**config.mk**
```make
export PLATFORM = sky130hd
export DESIGN_NAME = div_wb_stage
export DESIGN_NICKNAME = d
export VERILOG_FILES = /design/src/rtl/div_pkg.sv /design/src/rtl/div_fixup.sv /design/src/rtl/div_wb_stage.sv
export SDC_FILE = /design/constraint.sdc
export NUM_CORES = 1
export LEC_CHECK = 0
export CORE_UTILIZATION = 35
export DETAILED_ROUTE_END_ITERATION = 10
export PLACE_DENSITY = 0.69
export SYNTH_ARGS = -nofsm -noshare
export SYNTH_HDL_FRONTEND = slang
export SYNTH_SLANG_ARGS = --single-unit
```
**constraint.sdc**
```tcl
create_clock -name clk -period 4.6 [get_ports clk]
set_input_delay 1.15 -clock clk [delete_from_list [all_inputs] [get_ports clk]]
set_output_delay 1.15 -clock clk [all_outputs]
set_load 0.005 [all_outputs]
```
**src/rtl/div_pkg.sv**
```systemverilog
// Shared types and constants for the divider writeback stage.
package div_pkg;

  localparam int XLEN = 64;
  localparam int RDW  = 5;

  localparam logic OP_DIV = 1'b0;
  localparam logic OP_REM = 1'b1;

  localparam logic [XLEN-1:0] INT_MIN  = {1'b1, {(XLEN-1){1'b0}}};
  localparam logic [XLEN-1:0] ALL_ONES = {XLEN{1'b1}};

  typedef struct packed {
    logic [XLEN-1:0] data;
    logic [RDW-1:0]  rd;
    logic            exc;
  } div_entry_t;

endpackage

```
**src/rtl/div_fixup.sv**
```systemverilog
// Opcode select plus divide-by-zero / signed-overflow substitution (combinational).
// With DIV_TRAP_EN defined, divide-by-zero yields data 0 and exc 1 instead of substitution.
module div_fixup
  import div_pkg::*;
(
  input  logic            i_op,
  input  logic [XLEN-1:0] i_a,
  input  logic [XLEN-1:0] i_b,
  input  logic [XLEN-1:0] i_q,
  input  logic [XLEN-1:0] i_r,
  input  logic            i_dz,
  output logic [XLEN-1:0] o_data,
  output logic            o_exc
);

  logic w_ovf;

  assign w_ovf = (i_a == INT_MIN) && (i_b == ALL_ONES);

  // NOTE: every output gets a default first so no path leaves it unassigned (no latch).
  always_comb begin
    o_data = (i_op == OP_REM) ? i_r : i_q;
    o_exc  = 1'b0;
    if (i_dz) begin
`ifdef DIV_TRAP_EN
      o_data = '0;
      o_exc  = 1'b1;
`else
      o_data = (i_op == OP_REM) ? i_a : ALL_ONES;
`endif
    end else if (w_ovf) begin
      o_data = (i_op == OP_REM) ? '0 : INT_MIN;
    end
  end

endmodule

```
**src/rtl/div_wb_stage.sv**
```systemverilog
// Captures divider results, applies fix-ups and queues them toward writeback.
// Optional macro DIV_TRAP_EN turns divide-by-zero into a trapping entry (out_exc).
module div_wb_stage #(
  parameter int DEPTH = 2,
  parameter int XLEN  = div_pkg::XLEN,
  parameter int RDW   = div_pkg::RDW,
  parameter int CNTW  = 16
) (
  input  logic            clk,
  input  logic            rst_n,
  input  logic            flush,
  input  logic            in_valid,
  output logic            in_ready,
  input  logic            in_op,
  input  logic [XLEN-1:0] in_a,
  input  logic [XLEN-1:0] in_b,
  input  logic [XLEN-1:0] in_q,
  input  logic [XLEN-1:0] in_r,
  input  logic            in_dz,
  input  logic [RDW-1:0]  in_rd,
  output logic            out_valid,
  input  logic            out_ready,
  output logic [XLEN-1:0] out_data,
  output logic [RDW-1:0]  out_rd,
  output logic            out_exc,
  output logic [CNTW-1:0] dz_count
);

  import div_pkg::*;

  localparam int            PW       = $clog2(DEPTH);
  localparam int            CW       = PW + 1;
  localparam logic [CW-1:0] FULL_CNT = CW'(DEPTH);
  localparam logic [CW-1:0] ONE_CNT  = CW'(1);

  logic [PW-1:0]   r_wptr;
  logic [PW-1:0]   r_rptr;
  logic [CW-1:0]   r_count;
  div_entry_t      r_mem [DEPTH];
  div_entry_t      r_head;
  logic [CNTW-1:0] r_dz_count;

  logic [XLEN-1:0] w_fix_data;
  logic            w_fix_exc;
  div_entry_t      w_wr_entry;
  logic            w_push;
  logic            w_pop;
  logic [PW-1:0]   w_rptr_nxt;

  div_fixup u_fixup (
    .i_op   (in_op),
    .i_a    (in_a),
    .i_b    (in_b),
    .i_q    (in_q),
    .i_r    (in_r),
    .i_dz   (in_dz),
    .o_data (w_fix_data),
    .o_exc  (w_fix_exc)
  );

  assign w_wr_entry = '{data: w_fix_data, rd: in_rd, exc: w_fix_exc};

  assign in_ready   = (r_count != FULL_CNT);
  assign out_valid  = (r_count != '0);
  assign w_push     = in_valid && in_ready && !flush;
  assign w_pop      = out_valid && out_ready;
  assign w_rptr_nxt = r_rptr + PW'(1);

  assign out_data = r_head.data;
  assign out_rd   = r_head.rd;
  assign out_exc  = r_head.exc;
  assign dz_count = r_dz_count;

  // NOTE: state updates use non-blocking assignments so every flop samples pre-edge values.
  always_ff @(posedge clk or negedge rst_n) begin
    if (!rst_n) begin
      r_wptr  <= '0;
      r_rptr  <= '0;
      r_count <= '0;
    end else if (flush) begin
      r_wptr  <= '0;
      r_rptr  <= '0;
      r_count <= '0;
    end else begin
      if (w_push) r_wptr <= r_wptr + PW'(1);
      if (w_pop)  r_rptr <= w_rptr_nxt;
      case ({w_push, w_pop})
        2'b10:   r_count <= r_count + ONE_CNT;
        2'b01:   r_count <= r_count - ONE_CNT;
        default: r_count <= r_count;
      endcase
    end
  end

  // Head register mirrors mem[rptr]; when the next head is being written this cycle, bypass the write data.
  always_ff @(posedge clk or negedge rst_n) begin
    if (!rst_n) begin
      r_head <= '0;
    end else if (!flush) begin
      if (w_push && ((r_count == '0) || (w_pop && r_count == ONE_CNT)))
        r_head <= w_wr_entry;
      else if (w_pop && (r_count > ONE_CNT))
        r_head <= r_mem[w_rptr_nxt];
    end
  end

  always_ff @(posedge clk or negedge rst_n) begin
    if (!rst_n)
      r_dz_count <= '0;
    else if (w_push && in_dz && (r_dz_count != {CNTW{1'b1}}))
      r_dz_count <= r_dz_count + CNTW'(1);
  end

  // NOTE: storage has no reset; the pointers and occupancy alone define which entries are valid.
  always_ff @(posedge clk) begin
    if (w_push) r_mem[r_wptr] <= w_wr_entry;
  end

endmodule
```
; ---- Word level (Yosys, flattened, before mapping)
; Memory sizes are Yosys's and may differ from the RTL's.
; Index checks and enable logic that the tools add are counted.
[word_totals]
output_inout_bits = 88
elab_cells = 55
ff_bits = 90
mem_count = 1
in_bits = 268
mem_bits_rw = 138
[op_classes]
n_bitwise = 1
n_reduce_logical = 18
eq_ne = 7
add_sub_neg = 5
n_lt_le_gt_ge = 1
n_mux = 15
[mem_list]
columns = name, depth, word_bits, read_ports, rd_clocked_by_memory_dff, write_ports, line
row1 = r_mem, 2, 69, 1, 0, 1, div_wb_stage.sv:39  ; div_entry_t r_mem [DEPTH];
[ops]
columns = operator, n
row1 = $mux W64, 5
row2 = $mux W70, 2
row3 = $eq A64 B64 Y1 const B, 2
row4 = $add A16 B1 Y16 const B, 1
row5 = $ne A16 B16 Y1 const B, 1
row6 = $logic_and A1 B1 Y1, 9
row7 = $reduce_bool A2 Y1, 4
row8 = $mux W1, 6
row9 = $eq A2 B1 Y1 const B, 2
row10 = $pmux W2 S2, 1
row11 = $reduce_bool A3 Y1, 1
row12 = $add A1 B1 Y1 const B, 2
row13 = $add A2 B1 Y2 const B, 1
row14 = $eq A2 B2 Y1 const B, 1
row15 = $gt A2 B1 Y1 const B, 1
row16 = $logic_not A2 Y1, 1
row17 = $mux W2, 1
row18 = $ne A2 B2 Y1 const B, 1
row19 = $reduce_and A2 Y1, 1
row20 = $sub A2 B1 Y2 const B, 1
row21 = $logic_not A1 Y1, 1
row22 = $logic_or A1 B1 Y1, 1
row23 = $not A1 Y1, 1

; ---- Logic depth before layout (Yosys ltp)
[logic_depth]
word_depth = 7
depth_mapped = 10
depth_no_buf = 8

; ---- By module
; Synthesis repeated with hierarchy kept, for this count alone.
[unflattened]
hier_cells = 988
area_unflattened_um2 = 10914.2
[by_module_without_submodules]
columns = mod, cells_per_inst, area_each_um2, seq_area_each_um2, n_inst
row1 = div_wb_stage, 713, 9260.1, 6456.2, 1
row2 = div_fixup, 275, 1654.1, 0.0, 1

; ---- Worst setup path after synthesis
; OpenSTA, ideal clock, no wires.
[synth_timing]
path_type = input -> register
from = input flush
to = memory r_mem[0][0] in the netlist's numbering, enable pin
setup_ns = 0.505
required_time_ns = 4.095
arrival_ns = 4.603
cell_stages = 2
n_path_buf = 0
setup_slack_ns = -0.508
cell_sequence = nor3b_2 > nor2b_1
[synth_between]
elab_chain_cells = 4
[synth_rtl]
columns = element, line
row1 = "start, declared", div_wb_stage.sv:11  ; input logic flush,
row2 = $logic_not A1 Y1, -
row3 = $logic_and A1 B1 Y1, div_wb_stage.sv:65  ; assign w_push = in_valid && in_ready && !flush;
row4 = $mux W1, div_wb_stage.sv:116  ; if (w_push) r_mem[r_wptr] <= w_wr_entry;
row5 = $mux W1 (implied by the code), div_wb_stage.sv:116
row6 = "end, declared", div_wb_stage.sv:39
; No other way between the ends.

; ---- Final worst setup path
[layout_timing]
from = input in_a[6]
to = memory r_mem[0][20] in the netlist's numbering, data pin
[layout_between]
elab_chain_cells = 4
[layout_rtl]
columns = element, line
row1 = "start, declared", div_wb_stage.sv:15  ; input logic [XLEN-1:0] in_a,
row2 = $eq A64 B64 Y1, div_fixup.sv:18  ; assign w_ovf = (i_a == INT_MIN) && (i_b == ALL_ONES);
row3 = $logic_and A1 B1 Y1, div_fixup.sv:18
row4 = $mux W64, div_fixup.sv:31  ; end else if (w_ovf) begin
row5 = $mux W64, div_fixup.sv:24  ; if (i_dz) begin
row6 = named net u_fixup.o_data[15], div_fixup.sv:12  ; output logic [XLEN-1:0] o_data,
; The timed path passes the listed nets, and every way through them passes these cells.

==> reports/results.txt <==
Outcome: complete, no violations
GRT Util Overall: 0.2157
Min cycle time layout: 3.698 ns
Die Ht: 178.7 um
Residual DRC count: 0
Worst EP required: 4.84 ns
Worst Hold Path EP: dz_count[15]$_DFFE_PN0P_
Cells after DPL: 1658
Post-synthesis sequential area ratio: 0.5829
Setup violators final: 0
Filler instances: 2736
Syn_area_per_cell: 11.34 um2
Grt total ovfl: 0
Synth cell count leaders: nand2_1, edfxtp_1, mux2i_1, dfrtp_1, nor2_1
Initial core utilization: 0.3564
Syn. warnings: 0
Syn nets: 1236
Final #Nets: 1561
Clk buf depth: 3
Most numerous cell in the Yosys netlist: nand2_1
Post-Layout Inst Area: 15640 um2
Flip-flop and latch count after synthesis: 227
First-pass GRT wire length: 51540 um
Row cnt: 64
Gate count of the mapped netlist: 964
Synth Cell Area: 10930 um2
FF-to-FF Start: r_count[0]$_DFFE_PN0P_
Period utilisation layout: 0.8040
R2R depth: 9
Hold Path Class: register to register
Top FF cell, synth: edfxtp_1
Clk sinks: 227
Maxcap violations: 0
Die Wd: 178.7 um
Post-Route WL: 34910 um
Sum Neg Setup Slack: 0 ns
Cts repair resizes: 0
Async S/R FF share, synth: 0.3921
Non-filler cells, final: 1706
CTS tree: done
Hpwl dp: 24080 um
RSZ-0062 raised after global routing: false
CORE AREA: 30670 um2
Placed Area: 14850 um2
Fin. max-slew vios: 0
Fmax: 0.2704 GHz
Post-synth EDFFs: 138
Die area: 31940 um2
Rel. slew slack: 0.3090
RD Place Congestion: 0.8235
ANT nets after route: 0
IO buf count: 354
Top cell type's share of synthesized area: 0.3792
Worst-path maximum fanout: 70
Clk root buf: clkbuf_16
CTS Hold Bufs: 0
Layout Skew: 0.01672 ns
Via count of the first global-routing pass: 9073
Later-pin clock latency in the skew report: 0.52 ns
Layout cells sized above 1: 0.05275
Pwr per Cell Area: 450.5 nW/um2
Startpoint of the lowest-slack hold path: dz_count[15]$_DFFE_PN0P_
Pin count of the biggest net entering global routing: 135
Worst Max-Slew Pin Slew: 1.036 ns
Leakage: 5.626 nW
DRT Pass-1 Iters: 5
Area Overhead vs Synth: 43.08%
Tot Pwr: 7.045 mW
Worst Hold Depth: 1
Postcts setup bufs: 0
Crit Path Category: input pin to register
Ports: 356
Top post-synthesis cells by area: edfxtp_1, dfrtp_1, mux2i_1
Inserted Clock Buffers: 25
CP Launch Point: in_a[6]
Flop-to-flop setup slack: 1.78 ns
Clk pin slew, worst setup/hold paths: 0.06 ns
Critical Path End Type: register
VDD IR max: 0.2542 mV
Critical Path AT: 3.94 ns
Number of DRC markers in iteration 0: 644
# H-tree levels: 1
Vias: 8945
Reg-to-Reg End: dz_count[9]$_DFFE_PN0P_
Hold violation count in the final report: 0
Synth area leader: edfxtp_1
Setup crit start kind: input pin
Vias per inst: 5.243
Drt wl/cell: 20.46 um
Yosys cell types: 37
Initial antenna violation count: 3
==> report_power, final <==
group	internal (mW)	switching, mW	leakage [nW]
clock	1.11	0.800	0.383
combinational	1.27	0.896	2.91
sequential	2.64	0.334	2.33
==> critical path, cell delays in order <==
cell	delay (ns)
clkdlybuf4s50_1	0.47
nor4_1	0.63
nand4_1	0.28
or4_1	0.59
nor2_2	0.14
and2b_4	0.21
buf_12	0.29
nor2_1	0.13
==> placed cells by master, fill, tap and decap left out, types with 2 or more instances in the layout <==
master           synthesis  layout
nor2_1                  77      77
o31ai_1                 64      64
dfrtp_1                 89      88
inv_1                    9       9
nor4_1                  20      19
o211ai_1                65      65
nand3_1                  5       5
clkdlybuf4s50_1          0     351
o21ai_0                 72      72
nand2_1                146     145
mux2i_1                132     132
buf_12                   0       5
clkbuf_1                42       6
xor2_1                  11      11
clkinv_2                 0       5
nor3_1                   4       4
diode_2                  0       2
clkinv_1                 0       4
nand4_1                 25      25
edfxtp_1               138     138
clkbuf_16                0      26
and2_1                   3       2
ha_1                     4       4
nor4_2                   1       2
buf_4                    2      16
xnor2_1                  8       8
==> through the flow <==
step	hold slack, ns	setup slack (ns)	util
CTS	0.4898	1.019	0.5097
finish	0.4929	0.9016	0.5099
detailed placement	0.4792	0.4856	0.4842
global route	0.5063	0.8083	0.5098
global placement	0.4745	0.4609	0.4842
floorplan	0.4770	0.7998	-
==> cells by family (layout without fill, tap and decap cells) <==
logic type,after synthesis,count (layout),share of synthesized area
buf+inv,84,428,0.03446
xor+xnor,19,19,0.01523
flops,227,227,0.5829
compound gates,204,204,0.1238
fa+ha+maj,4,4,0.004579
simple gates,292,292,0.1168
other cells,1,3,0.0003431
mux,133,133,0.1219
==> layer usage <==
layer | track usage | part of all wire
met5 | 0 | 0.00089
met4 | 0.06956 | 0.029
met3 | 0.03520 | 0.062
met2 | 0.3950 | 0.51
met1 | 0.2554 | 0.40
==> layout make-up <==
| class | count | area (um2) | share of cell area |
|---|---|---|---|
| Multi-Input combinational cell | 653 | 4208 | 0.2691 |
| Clock buffer | 33 | 686.9 | 0.04393 |
| Sequential cell | 227 | 6375 | 0.4077 |
| Timing Repair Buffer | 373 | 3739 | 0.2391 |
| Inverter | 9 | 33.78 | 0.002160 |
| Clock inverter | 13 | 95.09 | 0.006081 |
| Antenna cell | 2 | 5.005 | 0.0003201 |
| Tap cell | 396 | 495.5 | 0.03169 |
==> worst max-delay path by stage <==
stage                             end  slack (ns)
2_1_floorplan   r_mem[0][0]$_DFFE_PP_        0.80
3_3_place_gp   r_mem[0][55]$_DFFE_PP_        0.46
3_5_place_dp   r_mem[1][20]$_DFFE_PP_        0.49
4_1_cts        r_mem[0][20]$_DFFE_PP_        1.02
5_1_grt        r_mem[0][20]$_DFFE_PP_        0.81
6_report       r_mem[0][20]$_DFFE_PP_        0.90
==> state kept, by name, indices dropped and copies added (netlist names) <==
| signal | flops |
|---|---|
| dz_count | 16 |
| out_data | 64 |
| out_rd | 5 |
| r_count | 2 |
| r_mem | 138 |
| r_rptr | 1 |
| r_wptr | 1 |
Note: power is estimated with default switching activity, not from simulation.
